$ cat config.mk
export PLATFORM = sky130hd
export DESIGN_NAME = instr_fetch
export DESIGN_NICKNAME = d
export VERILOG_FILES = /design/src/rtl/proc_pkg.sv /design/src/rtl/adder_16.sv /design/src/rtl/instr_fetch.sv
export SDC_FILE = /design/constraint.sdc
export NUM_CORES = 1
export LEC_CHECK = 0
export CAP_MARGIN = 5
export CORE_MARGIN = 2
export CORE_UTILIZATION = 48
export DETAILED_ROUTE_END_ITERATION = 8
export MAX_ROUTING_LAYER = met4
export PLACE_DENSITY_LB_ADDON = 0.15
export SLEW_MARGIN = 40
export SYNTH_ARGS = -nofsm -noshare
export SYNTH_HDL_FRONTEND = slang
export SYNTH_SLANG_ARGS = --single-unit
export TNS_END_PERCENT = 10
$ cat constraint.sdc
create_clock -name clk -period 3.1 [get_ports clk]
set_input_delay 0.465 -clock clk [delete_from_list [all_inputs] [get_ports clk]]
set_output_delay 0.465 -clock clk [all_outputs]
set_load 0.01 [all_outputs]
$ cat src/rtl/proc_pkg.sv
// Shared processor definitions: datapath width, default PC step, fetch FSM states.
package proc_pkg;
  localparam int XLEN = 16;
  localparam logic [XLEN-1:0] PC_STEP_DEF = 16'd16;

  typedef enum logic [1:0] {
    IDLE  = 2'd0,
    REQ   = 2'd1,
    FLUSH = 2'd2,
    HOLD  = 2'd3
  } fetch_state_e;
endpackage

$ cat src/rtl/adder_16.sv
// 16-bit ripple adder with carry in/out; wraps modulo 2^16.
module adder_16 (
  input  logic [15:0] a,
  input  logic [15:0] b,
  input  logic        cin,
  output logic [15:0] sum,
  output logic        cout
);
  assign {cout, sum} = {1'b0, a} + {1'b0, b} + {16'd0, cin};
endmodule

$ cat src/rtl/instr_fetch.sv
// Instruction fetch: requests one word at PC, parks it in the IR until decode
// accepts it, and handles redirects, including one that lands mid-request.
module instr_fetch
  import proc_pkg::*;
#(
  parameter logic [XLEN-1:0] RESET_PC = 16'h0000,
  parameter logic [XLEN-1:0] PC_STEP  = PC_STEP_DEF
) (
  input  logic            clk,
  input  logic            rst,
  output logic            imem_req,
  output logic [XLEN-1:0] imem_addr,
  input  logic            imem_ack,
  input  logic [XLEN-1:0] imem_rdata,
  output logic            ir_valid,
  input  logic            ir_ready,
  output logic [XLEN-1:0] ir_instr,
  output logic [XLEN-1:0] ir_pc,
  input  logic            redirect_valid,
  input  logic [XLEN-1:0] redirect_pc
);
  fetch_state_e    state_q, state_d;
  logic [XLEN-1:0] pc_q, pc_d, pc_inc;
  logic            req_q, req_d;
  logic [XLEN-1:0] addr_q, addr_d;
  logic            irv_q, irv_d;
  logic [XLEN-1:0] iri_q, iri_d;
  logic [XLEN-1:0] irp_q, irp_d;

  adder_16 u_pc_add (
    .a   (pc_q),
    .b   (PC_STEP),
    .cin (1'b0),
    .sum (pc_inc),
    .cout()
  );

  always_comb begin
    state_d = state_q;
    pc_d    = pc_q;
    req_d   = req_q;
    addr_d  = addr_q;
    irv_d   = irv_q;
    iri_d   = iri_q;
    irp_d   = irp_q;
    unique case (state_q)
      IDLE: begin
        if (redirect_valid) pc_d = redirect_pc;
        state_d = REQ;
        req_d   = 1'b1;
        addr_d  = pc_d;
      end
      REQ: begin
        if (redirect_valid && imem_ack) begin
          pc_d   = redirect_pc;
          addr_d = redirect_pc;
        end else if (redirect_valid) begin
          // the outstanding read must still complete at its old address
          pc_d    = redirect_pc;
          state_d = FLUSH;
        end else if (imem_ack) begin
          iri_d   = imem_rdata;
          irp_d   = addr_q;
          irv_d   = 1'b1;
          pc_d    = pc_inc;
          req_d   = 1'b0;
          state_d = HOLD;
        end
      end
      FLUSH: begin
        if (redirect_valid) pc_d = redirect_pc;
        if (imem_ack) begin
          state_d = REQ;
          addr_d  = pc_d;
        end
      end
      HOLD: begin
        if (redirect_valid || ir_ready) begin
          if (redirect_valid) pc_d = redirect_pc;
          irv_d   = 1'b0;
          req_d   = 1'b1;
          addr_d  = pc_d;
          state_d = REQ;
        end
      end
      default: state_d = IDLE;
    endcase
  end

  always_ff @(posedge clk or posedge rst) begin
    if (rst) begin
      state_q <= IDLE;
      pc_q    <= RESET_PC;
      req_q   <= 1'b0;
      addr_q  <= RESET_PC;
      irv_q   <= 1'b0;
      iri_q   <= '0;
      irp_q   <= '0;
    end else begin
      state_q <= state_d;
      pc_q    <= pc_d;
      req_q   <= req_d;
      addr_q  <= addr_d;
      irv_q   <= irv_d;
      iri_q   <= iri_d;
      irp_q   <= irp_d;
    end
  end

  assign imem_req  = req_q;
  assign imem_addr = addr_q;
  assign ir_valid  = irv_q;
  assign ir_instr  = iri_q;
  assign ir_pc     = irp_q;
endmodule

==> reports/qor.yml, run 1 <==
pwr:
  final_total_pwr_mw: 4.01
  clock_power_share: 0.176
  worst_ir_drop_vdd_mv: 0.527
  power_report.internal_total_mw: 2.69
  switching_share: 0.330
  p_leak_nw: 1.77
  power_frac_comb: 0.448
  power_density_normalized_to_cell_area_mw_per_mm2: 945
  power_switching_mw: 1.32
  p_seq_frac: 0.377
worst_setup_path:
  critPathMaxStageDelay_ns: 0.70
  crit_path_start_kind: "flip-flop"
  worst-endpoint-arrival_ns: 2.77
  cp_common_cell: "sky130_fd_sc_hd__or4_1"
  critical_path_class: "flip-flop to flip-flop"
  critical_path.endpoint_type: "flip-flop"
  critical_path_peak_fanout: 9
  worst_path_dominant_cell_family: "simple AND/OR/NAND/NOR gates"
  crit_chain: "inv_1, ha_1, nand2_4, or4_1, or4_1, a31oi_1"
  cp_slowest_cell: "sky130_fd_sc_hd__or4_1"
  worst-endpoint-required_ns: 3.36
  timing.critical_path.buf_inv: 1
yosys:
  synth_edf_count: 0
  synth.ff_latch_count: 68
  synthMuxAreaShare: 0.176
  synth_top_flop_cell: "sky130_fd_sc_hd__dfrtp_1"
  synth-warning-count: 0
  fraction_of_the_mapped_netlist_area_in_compound_gates: 0.0888
  syn_area_per_cell_um2: 11.2
  area_share_of_and_or_nand_nor_cells_after_synthesis: 0.116
  post_synth_num_cell_types: 35
  post_synth_fa_ha_maj_area_fraction: 0.0204
  synth-seq-area-share: 0.554
  synth_xor_area_frac: 0.0171
  postSynthCellCount: 274
  postSynth.asyncResetShare: 1.00
  mappedNetlistNets: 316
  main_combinational_cell_family_by_area_after_synthesis: "multiplexers"
  syn_area_mm2: 0.00307
final_layout:
  utilization: 0.676
  layout-area-overhead-vs-synth_pct: 38.1
  finish.instance_area_mm2: 0.00424
  final_layout_size_suffix_gt1_frac: 0.158
  nNetsFinal: 406
  antenna_cells: 0
  mostFrequentLayoutCell: "sky130_fd_sc_hd__clkdlybuf4s50_1"
  most-common-layout-cells: "sky130_fd_sc_hd__clkdlybuf4s50_1 (86), sky130_fd_sc_hd__dfrtp_1 (68), sky130_fd_sc_hd__mux2_2 (32)"
clocking:
  cts_resized: 0
  cts-htree-levels: 3
  cts-buffers-inserted: 9
  ctsLongestPathBuffers: 2
  tritoncts_clock_tree: "built"
  cts_post_setup_buffers_inserted: 0
  number_of_buffers_inserted_by_hold_repair_at_cts: 0
  cts_root_buf: "sky130_fd_sc_hd__clkbuf_8"
  clkTransAtPathRegs_ns: 0.07
  worst_skew_pair.late_latency_ns: 0.34
  cts_sinks: 68
floorplan:
  io-pin-count: 87
  initial_cell_density_of_the_core: 0.489
  core_mm2: 0.00628
  die_w_um: 84.0
  floorplan.rows: 29
  floorplan.die_area_mm2: 0.00706
  die_h_um: 84.0
worst_hold_path:
  holdCritPathClass: "flip-flop to flip-flop"
drt:
  first_pass_iters: 4
  via_count: 2330
  ant_nets: 0
  drt_first_iter_violations: 149
  viasPerCell: 5.24
  route.final.wire_length_um: 6540
  drc: 0
  drt-wirelength-per-cell_um: 14.7
sta:
  worst-slew-pin-transition_ns: 0.557
  layout_worst_path_cycle_share: 0.811
  final_hold_violation_count: 0
  finalHoldWorstSlack_ns: 0.502
  skew_ns: 0.00612
  rsz0062_at_grt: "no"
  maxClockFrequency_mhz: 398
  finalSetupTns_ns: 0
  final-max-slew-violation-count: 0
  setup_viol: 0
  timing.final.crit_period_ns: 2.52
  worst_slew_margin_rel: 0.628
global_routing:
  grt_first_pass_wirelength_um: 11100
  antenna_violations_before_repair: 0
  grt_start_max_net_pins: 69
  grt.overflow.total: 0
  first_global_vias: 2248
  grtUsageTotal: 0.208
placement:
  place.gp.congestion: 0.774
  detailed_place.area_mm2: 0.00405
  port_buffers: 86
  hpwl_um: 4640
flow_run:
  max_cap_viol_count: 0
outcome:
  run_status: "completed"
-- synth_stat cells (2+ instances only) --
| master | number | area, um^2 |
|---|---|---|
| sky130_fd_sc_hd__nand3_1 | 9 | 45.0 |
| sky130_fd_sc_hd__mux2i_1 | 18 | 180 |
| sky130_fd_sc_hd__inv_1 | 7 | 26.3 |
| sky130_fd_sc_hd__nor3_1 | 3 | 15.0 |
| sky130_fd_sc_hd__buf_1 | 3 | 11.3 |
| sky130_fd_sc_hd__nand2_1 | 25 | 93.8 |
| sky130_fd_sc_hd__nor2b_1 | 2 | 12.5 |
| sky130_fd_sc_hd__buf_2 | 4 | 20.0 |
| sky130_fd_sc_hd__xnor2_1 | 6 | 52.6 |
| sky130_fd_sc_hd__o31ai_1 | 3 | 22.5 |
| sky130_fd_sc_hd__mux2_2 | 32 | 360 |
| sky130_fd_sc_hd__ha_1 | 5 | 62.6 |
| sky130_fd_sc_hd__nor2_1 | 25 | 93.8 |
| sky130_fd_sc_hd__dfrtp_1 | 68 | 1700 |
| sky130_fd_sc_hd__o21ai_0 | 16 | 80.1 |
| sky130_fd_sc_hd__or4_1 | 3 | 22.5 |
| sky130_fd_sc_hd__a21oi_1 | 17 | 85.1 |
| sky130_fd_sc_hd__a31oi_1 | 3 | 18.8 |
| sky130_fd_sc_hd__clkbuf_1 | 7 | 26.3 |
| sky130_fd_sc_hd__nor4_1 | 3 | 18.8 |
-- flip-flops by register name (all words and copies together), names as in the netlist --
register and cells:
ir_valid 1, ir_instr 16, imem_addr 16, ir_pc 16, pc_q 16, imem_req 1, state_q 2
-- per-layer routing --
layer  global-route usage  vias up  share of wire
met1                0.278     1109           0.48
met5                    -        -              0
met4               0.0880        0          0.018
met2                0.306       73           0.45
li1                     -     1140              -
met3               0.0485        8          0.052
-- worst paths after layout --
| check | cells past startpoint | end | from | slack [ns] |
|---|---|---|---|---|
| setup / recovery | 6 | pc_q[13] | state_q[1] | 0.58 |
| hold / removal | 1 | ir_pc[6] | ir_pc[6] | 0.50 |
| setup reg to reg | 6 | pc_q[13] | state_q[1] | 0.58 |
| hold reg to reg | 1 | ir_pc[6] | ir_pc[6] | 0.50 |
| max in group asynchronous | 3 | imem_addr[13] | rst | 2.28 |
| min in group asynchronous | 3 | ir_instr[1] | rst | 0.53 |
-- final cells by class --
cell class / count / area (um^2)
inverter: 7 / 26.3
timing repair buffer: 93 / 926
tap: 77 / 96.3
fill: 504 / 2040
sequential: 68 / 1700
clock inverter: 5 / 52.6
multi-input combinational: 185 / 1300
clock buffer: 10 / 138
-- per-stage QoR --
step	cells	worst slack, ns
finish	445	0.584
global route	445	0.473
CTS	445	0.608
detailed placement	430	0.459
global placement	430	0.531
floorplan	274	0.919
-- cells by family (layout without fill, tap and decap cells) --
logic type / after synthesis / in the layout
fa+ha+maj: 5 / 5
compound gates: 47 / 47
xor+xnor: 6 / 6
simple gates: 77 / 77
buf+inv: 21 / 115
mux: 50 / 50
flops: 68 / 68
-- power groups by stage --
stage | combinational (mW) | clock (mW) | sequential [mW]
floorplan | 0.744 | 0 | 1.65
global placement | 1.77 | 0 | 1.50
detailed placement | 1.81 | 0 | 1.53
CTS | 1.82 | 0.729 | 1.51
global route | 1.95 | 0.770 | 1.57
finish | 1.79 | 0.704 | 1.51
-- worst reg2reg max path: cells and delay by family, from the launching register on --
family	cells	cell delay [ns]
AO/OA/AOI/OAI	1	0.18
adder cells (fa/ha/maj)	1	0.42
AND/OR/NAND/NOR	3	1.28
flip-flops	1	0.43
buffers and inverters	1	0.12
Note: power is estimated with default switching activity, not from simulation.
==> run 2: changes to the inputs <==
--- a/config.mk
+++ b/config.mk
@@ -7,7 +7,7 @@
 export LEC_CHECK = 0
 export CAP_MARGIN = 5
 export CORE_MARGIN = 2
-export CORE_UTILIZATION = 48
+export CORE_UTILIZATION = 43
 export DETAILED_ROUTE_END_ITERATION = 8
 export MAX_ROUTING_LAYER = met4
 export PLACE_DENSITY_LB_ADDON = 0.15
==> constraint.sdc (replaced) <==
create_clock -name clk -period 2.1 [get_ports clk]
set_input_delay 0.315 -clock clk [delete_from_list [all_inputs] [get_ports clk]]
set_output_delay 0.315 -clock clk [all_outputs]
set_load 0.01 [all_outputs]
==> run 2 against run 1 <==
Combinational power increased by 53%. First-iteration DRC count shrank 34%. Global-route usage fell by 1.6 points. Largest power group unchanged. Highest routed layer unchanged.
==> reports/qor.yml, run 2 (same netlist as run 1, synthesis figures left out) <==
outcome:
  run_status: "completed"
drt:
  drt-wirelength-per-cell_um: 14.1  # -4.1%
  drt_first_iter_violations: 98  # -34%
  ant_nets: 0  # unchanged
  drc: 0  # unchanged
  first_pass_iters: 5  # +1
  route.final.wire_length_um: 6680  # +2.1%
  viasPerCell: 5.09  # -2.8%
  via_count: 2412  # +3.5%
final_layout:
  final_layout_size_suffix_gt1_frac: 0.190  # +0.0329
  nNetsFinal: 417  # +2.7%
  mostFrequentLayoutCell: "sky130_fd_sc_hd__clkdlybuf4s50_1"
  antenna_cells: 0  # unchanged
  layout-area-overhead-vs-synth_pct: 42.8
  most-common-layout-cells: "sky130_fd_sc_hd__clkdlybuf4s50_1 (86), sky130_fd_sc_hd__dfrtp_1 (68), sky130_fd_sc_hd__mux2_2 (32)"
worst_setup_path:
  worst_path_dominant_cell_family: "simple AND/OR/NAND/NOR gates"
  crit_chain: "inv_2, ha_2, nand2_4, or4_4, or4_1, a31oi_1"
  worst-endpoint-arrival_ns: 2.27  # -0.50 ns
  reg2reg_setup_slack_ns: 0.09  # -0.49 ns
  critical_path_class: "flip-flop to flip-flop"
  critPathMaxStageDelay_ns: 0.58  # -0.12 ns
  crit_path_start_kind: "flip-flop"
  worst-endpoint-required_ns: 2.36  # -1.00 ns
  critical_path.endpoint_type: "flip-flop"
  critical_path_peak_fanout: 7  # -2
  cp_slowest_cell: "sky130_fd_sc_hd__or4_4"
  timing.critical_path.buf_inv: 1  # unchanged
pwr:
  power_density_normalized_to_cell_area_mw_per_mm2: 1370  # +45%
  final_total_pwr_mw: 6.01  # +50%
  p_leak_nw: 1.83  # +3.5%
  worst_ir_drop_vdd_mv: 0.655  # +24%
sta:
  worst_slew_margin_rel: 0.669  # +0.0415
  timing.final.crit_period_ns: 2.01  # -0.509 ns
  maxClockFrequency_mhz: 498  # +25%
  skew_ns: 0.00723  # +0.00111 ns
  setup_viol: 0  # unchanged
  final_hold_violation_count: 0  # unchanged
  final-max-slew-violation-count: 0  # unchanged
  layout_worst_path_cycle_share: 0.956  # +0.144
  final_critical_path_setup_slack_ns: 0.0934  # -0.491 ns
  worst-slew-pin-transition_ns: 0.495  # -0.0621 ns
  rsz0062_at_grt: "no"
global_routing:
  grtUsageTotal: 0.192  # -0.0161
  first_global_vias: 2346  # +4.4%
  antenna_violations_before_repair: 0  # unchanged
  grt_first_pass_wirelength_um: 10900  # -1.8%
  grt.overflow.total: 0  # unchanged
  grt_start_max_net_pins: 33  # -52%
clocking:
  cts_post_setup_buffers_inserted: 0  # unchanged
  clkTransAtPathRegs_ns: 0.07  # about the same
  tritoncts_clock_tree: "built"
  cts-htree-levels: 3  # unchanged
  number_of_buffers_inserted_by_hold_repair_at_cts: 0  # unchanged
  ctsLongestPathBuffers: 2  # unchanged
  cts_sinks: 68  # unchanged
  worst_skew_pair.late_latency_ns: 0.34  # about the same
  cts-buffers-inserted: 9  # unchanged
  cts_root_buf: "sky130_fd_sc_hd__clkbuf_8"
placement:
  place_worst_setup_slack_ns: -0.135  # -0.594 ns
  place.gp.congestion: 0.808  # +4.4%
  port_buffers: 86  # unchanged
  hpwl_um: 4890  # +5.3%
flow_run:
  max_cap_viol_count: 0  # unchanged
floorplan:
  floorplan.die_area_mm2: 0.00784  # +11%
  die_w_um: 88.5  # +5.4%
  floorplan.rows: 30  # +3.4%
  die_h_um: 88.5  # +5.4%
  initial_cell_density_of_the_core: 0.447  # -0.0422
  core_mm2: 0.00687  # +9.4%
  io-pin-count: 87  # unchanged
worst_hold_path:
  holdCritPathClass: "primary input to asynchronous set/reset pin"
==> run 2: changes by cell type in the layout (fill, tap and decap cells not counted), sizes merged <==
cell / previous run / this run
buf: 7 / 18
clkbuf: 10 / 12
clkinv: 3 / 1
clkinvlp: 1 / 0
==> run 2: power by group <==
group	switching [mW]	total, mW	leakage (nW)	internal (mW)
Sequential	0.343	2.21	0.786	1.87
Clock	0.458	1.06	0.0983	0.599
Combinational	1.13	2.74	0.944	1.61
==> run 2: stage by stage <==
step	cell area (um^2)	util	std cells	setup TNS, ns	hold WS [ns]
2_1_floorplan	3090	-	274	0	0.435
3_3_place_gp	4190	0.610	460	-0.288	0.484
3_5_place_dp	4190	0.610	460	-0.395	0.491
4_1_cts	4380	0.638	474	0	0.308
5_1_grt	4390	0.639	474	0	0.322
6_report	4390	0.639	474	0	0.301
==> run 2: area by class of cell <==
class                   instances  area [um^2]
clock buffers                  12          155
clock inverters                 2         35.0
fillers                       580         2480
inverters                       7         26.3
multi-input cells             185         1320
flip-flops and latches         68         1700
well taps                      96          120
repair buffers                104         1030
==> run 2: final timing paths <==
| kind | startpoint | to | cells after the start |
|---|---|---|---|
| max in group asynchronous | rst | ir_instr[7] | 3 |
| min in group clk | ir_instr[0] | ir_instr[0] | 1 |
| max | state_q[1] | pc_q[14] | 6 |
| min | rst | pc_q[1] | 2 |
| min reg2reg | ir_instr[0] | ir_instr[0] | 1 |
| max reg2reg | state_q[1] | pc_q[14] | 6 |
==> run 2: layer usage <==
layer  global-route usage  wire length [um]
met5                    -                 0
met3               0.0541               469
met4               0.0950               117
met1                0.224              2870
met2                0.304              3230
==> run 2: what timing repair did <==
action                     CTS  global route
resized for setup            1             1
setup endpoints to repair    1             2
hold endpoints to repair     0             0
==> run 3: changes to the inputs <==
--- a/config.mk
+++ b/config.mk
@@ -6,7 +6,6 @@
 export NUM_CORES = 1
 export LEC_CHECK = 0
 export CAP_MARGIN = 5
-export CORE_MARGIN = 2
 export CORE_UTILIZATION = 43
 export DETAILED_ROUTE_END_ITERATION = 8
 export MAX_ROUTING_LAYER = met4
==> run 3 against run 2 <==
Combinational power barely moved. Largest power group unchanged. First-iteration DRC count is 9.2% lower. Power increased by 0.78%. Fmax is 0.93% higher.
==> reports/qor.yml, run 3 (same netlist as run 1, synthesis figures left out) <==
outcome:
  run_status: "completed"
worst_setup_path:
  critical_path_class: "flip-flop to flip-flop"
  cp_slowest_cell: "sky130_fd_sc_hd__or4_4"
  critPathMaxStageDelay_ns: 0.56  # -0.02 ns
  crit_chain: "inv_2, ha_2, nand2_4, or4_4, or4_1, a31oi_1"
  critical_path_peak_fanout: 7  # unchanged
  critical_path.endpoint_type: "flip-flop"
  worst-endpoint-required_ns: 2.37  # about the same
  worst-endpoint-arrival_ns: 2.26  # about the same
  crit_path_start_kind: "flip-flop"
placement:
  place.gp.congestion: 0.848  # +4.9%
  place_worst_setup_slack_ns: -0.143  # -0.00785 ns
  port_buffers: 86  # unchanged
  hpwl_um: 4730  # -3.1%
  dp_cells: 461  # +0.22%
clocking:
  cts_post_setup_buffers_inserted: 0  # unchanged
  number_of_buffers_inserted_by_hold_repair_at_cts: 0  # unchanged
  clkTransAtPathRegs_ns: 0.08  # about the same
  tritoncts_clock_tree: "built"
  worst_skew_pair.late_latency_ns: 0.34  # about the same
  cts-buffers-inserted: 9  # unchanged
  ctsLongestPathBuffers: 2  # unchanged
  cts_sinks: 68  # unchanged
  cts_root_buf: "sky130_fd_sc_hd__clkbuf_8"
  cts-htree-levels: 3  # unchanged
floorplan:
  floorplan.rows: 30  # unchanged
  die_h_um: 86.5  # -2.3%
  die_w_um: 86.5  # -2.3%
  floorplan.die_area_mm2: 0.00749  # -4.5%
  io-pin-count: 87  # unchanged
  core_mm2: 0.00683  # -0.55%
  initial_cell_density_of_the_core: 0.450  # +0.00246
global_routing:
  antenna_violations_before_repair: 0  # unchanged
  grtUsageTotal: 0.198  # +0.00663
  grt_first_pass_wirelength_um: 10800  # -0.95%
  grt_start_max_net_pins: 45  # +36%
  grt.overflow.total: 0  # unchanged
  first_global_vias: 2256  # -3.8%
drt:
  drt-wirelength-per-cell_um: 14.0  # -0.33%
  ant_nets: 0  # unchanged
  drt_first_iter_violations: 89  # -9.2%
  drc: 0  # unchanged
  via_count: 2381  # -1.3%
  route.final.wire_length_um: 6690  # about the same
  first_pass_iters: 4  # -1
  viasPerCell: 5.00  # -1.7%
sta:
  worst-slew-pin-transition_ns: 0.554  # +0.0584 ns
  worst_slew_margin_rel: 0.631  # -0.0382
  setup_viol: 0  # unchanged
  timing.final.crit_period_ns: 1.99  # -0.0184 ns
  layout_worst_path_cycle_share: 0.947  # -0.00877
  final_hold_violation_count: 0  # unchanged
  skew_ns: 0.0118  # +0.00456 ns
  final-max-slew-violation-count: 0  # unchanged
  final_critical_path_setup_slack_ns: 0.112  # +0.0184 ns
  maxClockFrequency_mhz: 503  # +0.93%
  rsz0062_at_grt: "no"
pwr:
  power_report.internal_total_mw: 4.11  # +0.66%
  power_density_normalized_to_cell_area_mw_per_mm2: 1380  # +0.76%
  worst_ir_drop_vdd_mv: 0.689  # +5.1%
  final_total_pwr_mw: 6.06  # +0.78%
  power_switching_mw: 1.95  # +1.0%
  p_leak_nw: 1.83  # about the same
  clock_power_share: 0.182  # +0.006
  p_seq_frac: 0.366  # -0.002
  switching_share: 0.322  # +0.000834
  power_frac_comb: 0.452  # -0.004
flow_run:
  max_cap_viol_count: 0  # unchanged
final_layout:
  filler_cell_count_in_the_final_layout: 584  # +0.69%
  final_layout_size_suffix_gt1_frac: 0.197  # +0.00689
  most-common-layout-cells: "sky130_fd_sc_hd__clkdlybuf4s50_1 (86), sky130_fd_sc_hd__dfrtp_1 (67), sky130_fd_sc_hd__mux2_2 (32)"
  nNetsFinal: 418  # +0.24%
  mostFrequentLayoutCell: "sky130_fd_sc_hd__clkdlybuf4s50_1"
  layout-area-overhead-vs-synth_pct: 42.9  # about the same
  final-instance-count-excl-fill: 476  # +0.42%
  antenna_cells: 0  # unchanged
worst_hold_path:
  holdCritPathClass: "primary input to asynchronous set/reset pin"
run 3: power by group through the flow:
stage	Combinational [mW]	Sequential, mW	Clock, mW
after global routing	2.96	2.29	1.19
after global placement	2.72	2.22	0
final	2.74	2.22	1.10
after detailed placement	2.76	2.25	0
after floorplan	1.12	2.44	0
after CTS	2.77	2.23	1.13
run 3: area by class of cell:
type	instances	area (um^2)	share of cell area
Multi-Input combinational cell	185	1320	0.301
Clock buffer	14	173	0.0393
Tap cell	96	120	0.0274
Sequential cell	68	1700	0.388
Inverter	7	26.3	0.00599
Timing Repair Buffer	105	1020	0.232
Clock inverter	1	30.0	0.00684
run 3: critical path, delay by kind of cell, from the launching register on:
family / cells / cell delay, ns
compound gates: 1 / 0.17
fa+ha+maj: 1 / 0.20
buf+inv: 1 / 0.08
flops: 1 / 0.44
simple gates: 3 / 1.02
run 3: path summary, 6_finish.rpt:
check                                start        end  slack, ns  cells after the start
worst max-delay path            state_q[1]   pc_q[14]       0.11                      6
worst min-delay path                   rst   pc_q[14]       0.34                      3
worst max register to register  state_q[1]   pc_q[14]       0.11                      6
worst min register to register   ir_pc[13]  ir_pc[13]       0.50                      1
max in group asynchronous              rst    pc_q[7]       1.27                      3
min in group clk                 ir_pc[13]  ir_pc[13]       0.50                      1
run 3: per-stage QoR:
step	cell area [um^2]	utilization	hold slack (ns)	setup TNS [ns]
after floorplan	3090	-	0.435	0
after global placement	4170	0.611	0.485	-0.247
after detailed placement	4170	0.611	0.491	-0.438
after CTS	4380	0.641	0.351	0
after global routing	4390	0.642	0.377	0
final	4390	0.642	0.345	0
run 3: routing by layer:
layer	up-vias	track usage	share of wire
li1	1158	-	-
met1	1133	0.246	0.45
met2	77	0.302	0.46
met3	13	0.0524	0.067
met4	0	0.0970	0.022
met5	-	-	0
run 3: repair_timing:
action / in CTS / in global routing
pin swaps: 0 / 2
endpoints found under the setup margin: 2 / 3
cloned: 0 / 0
resized for setup: 1 / 3
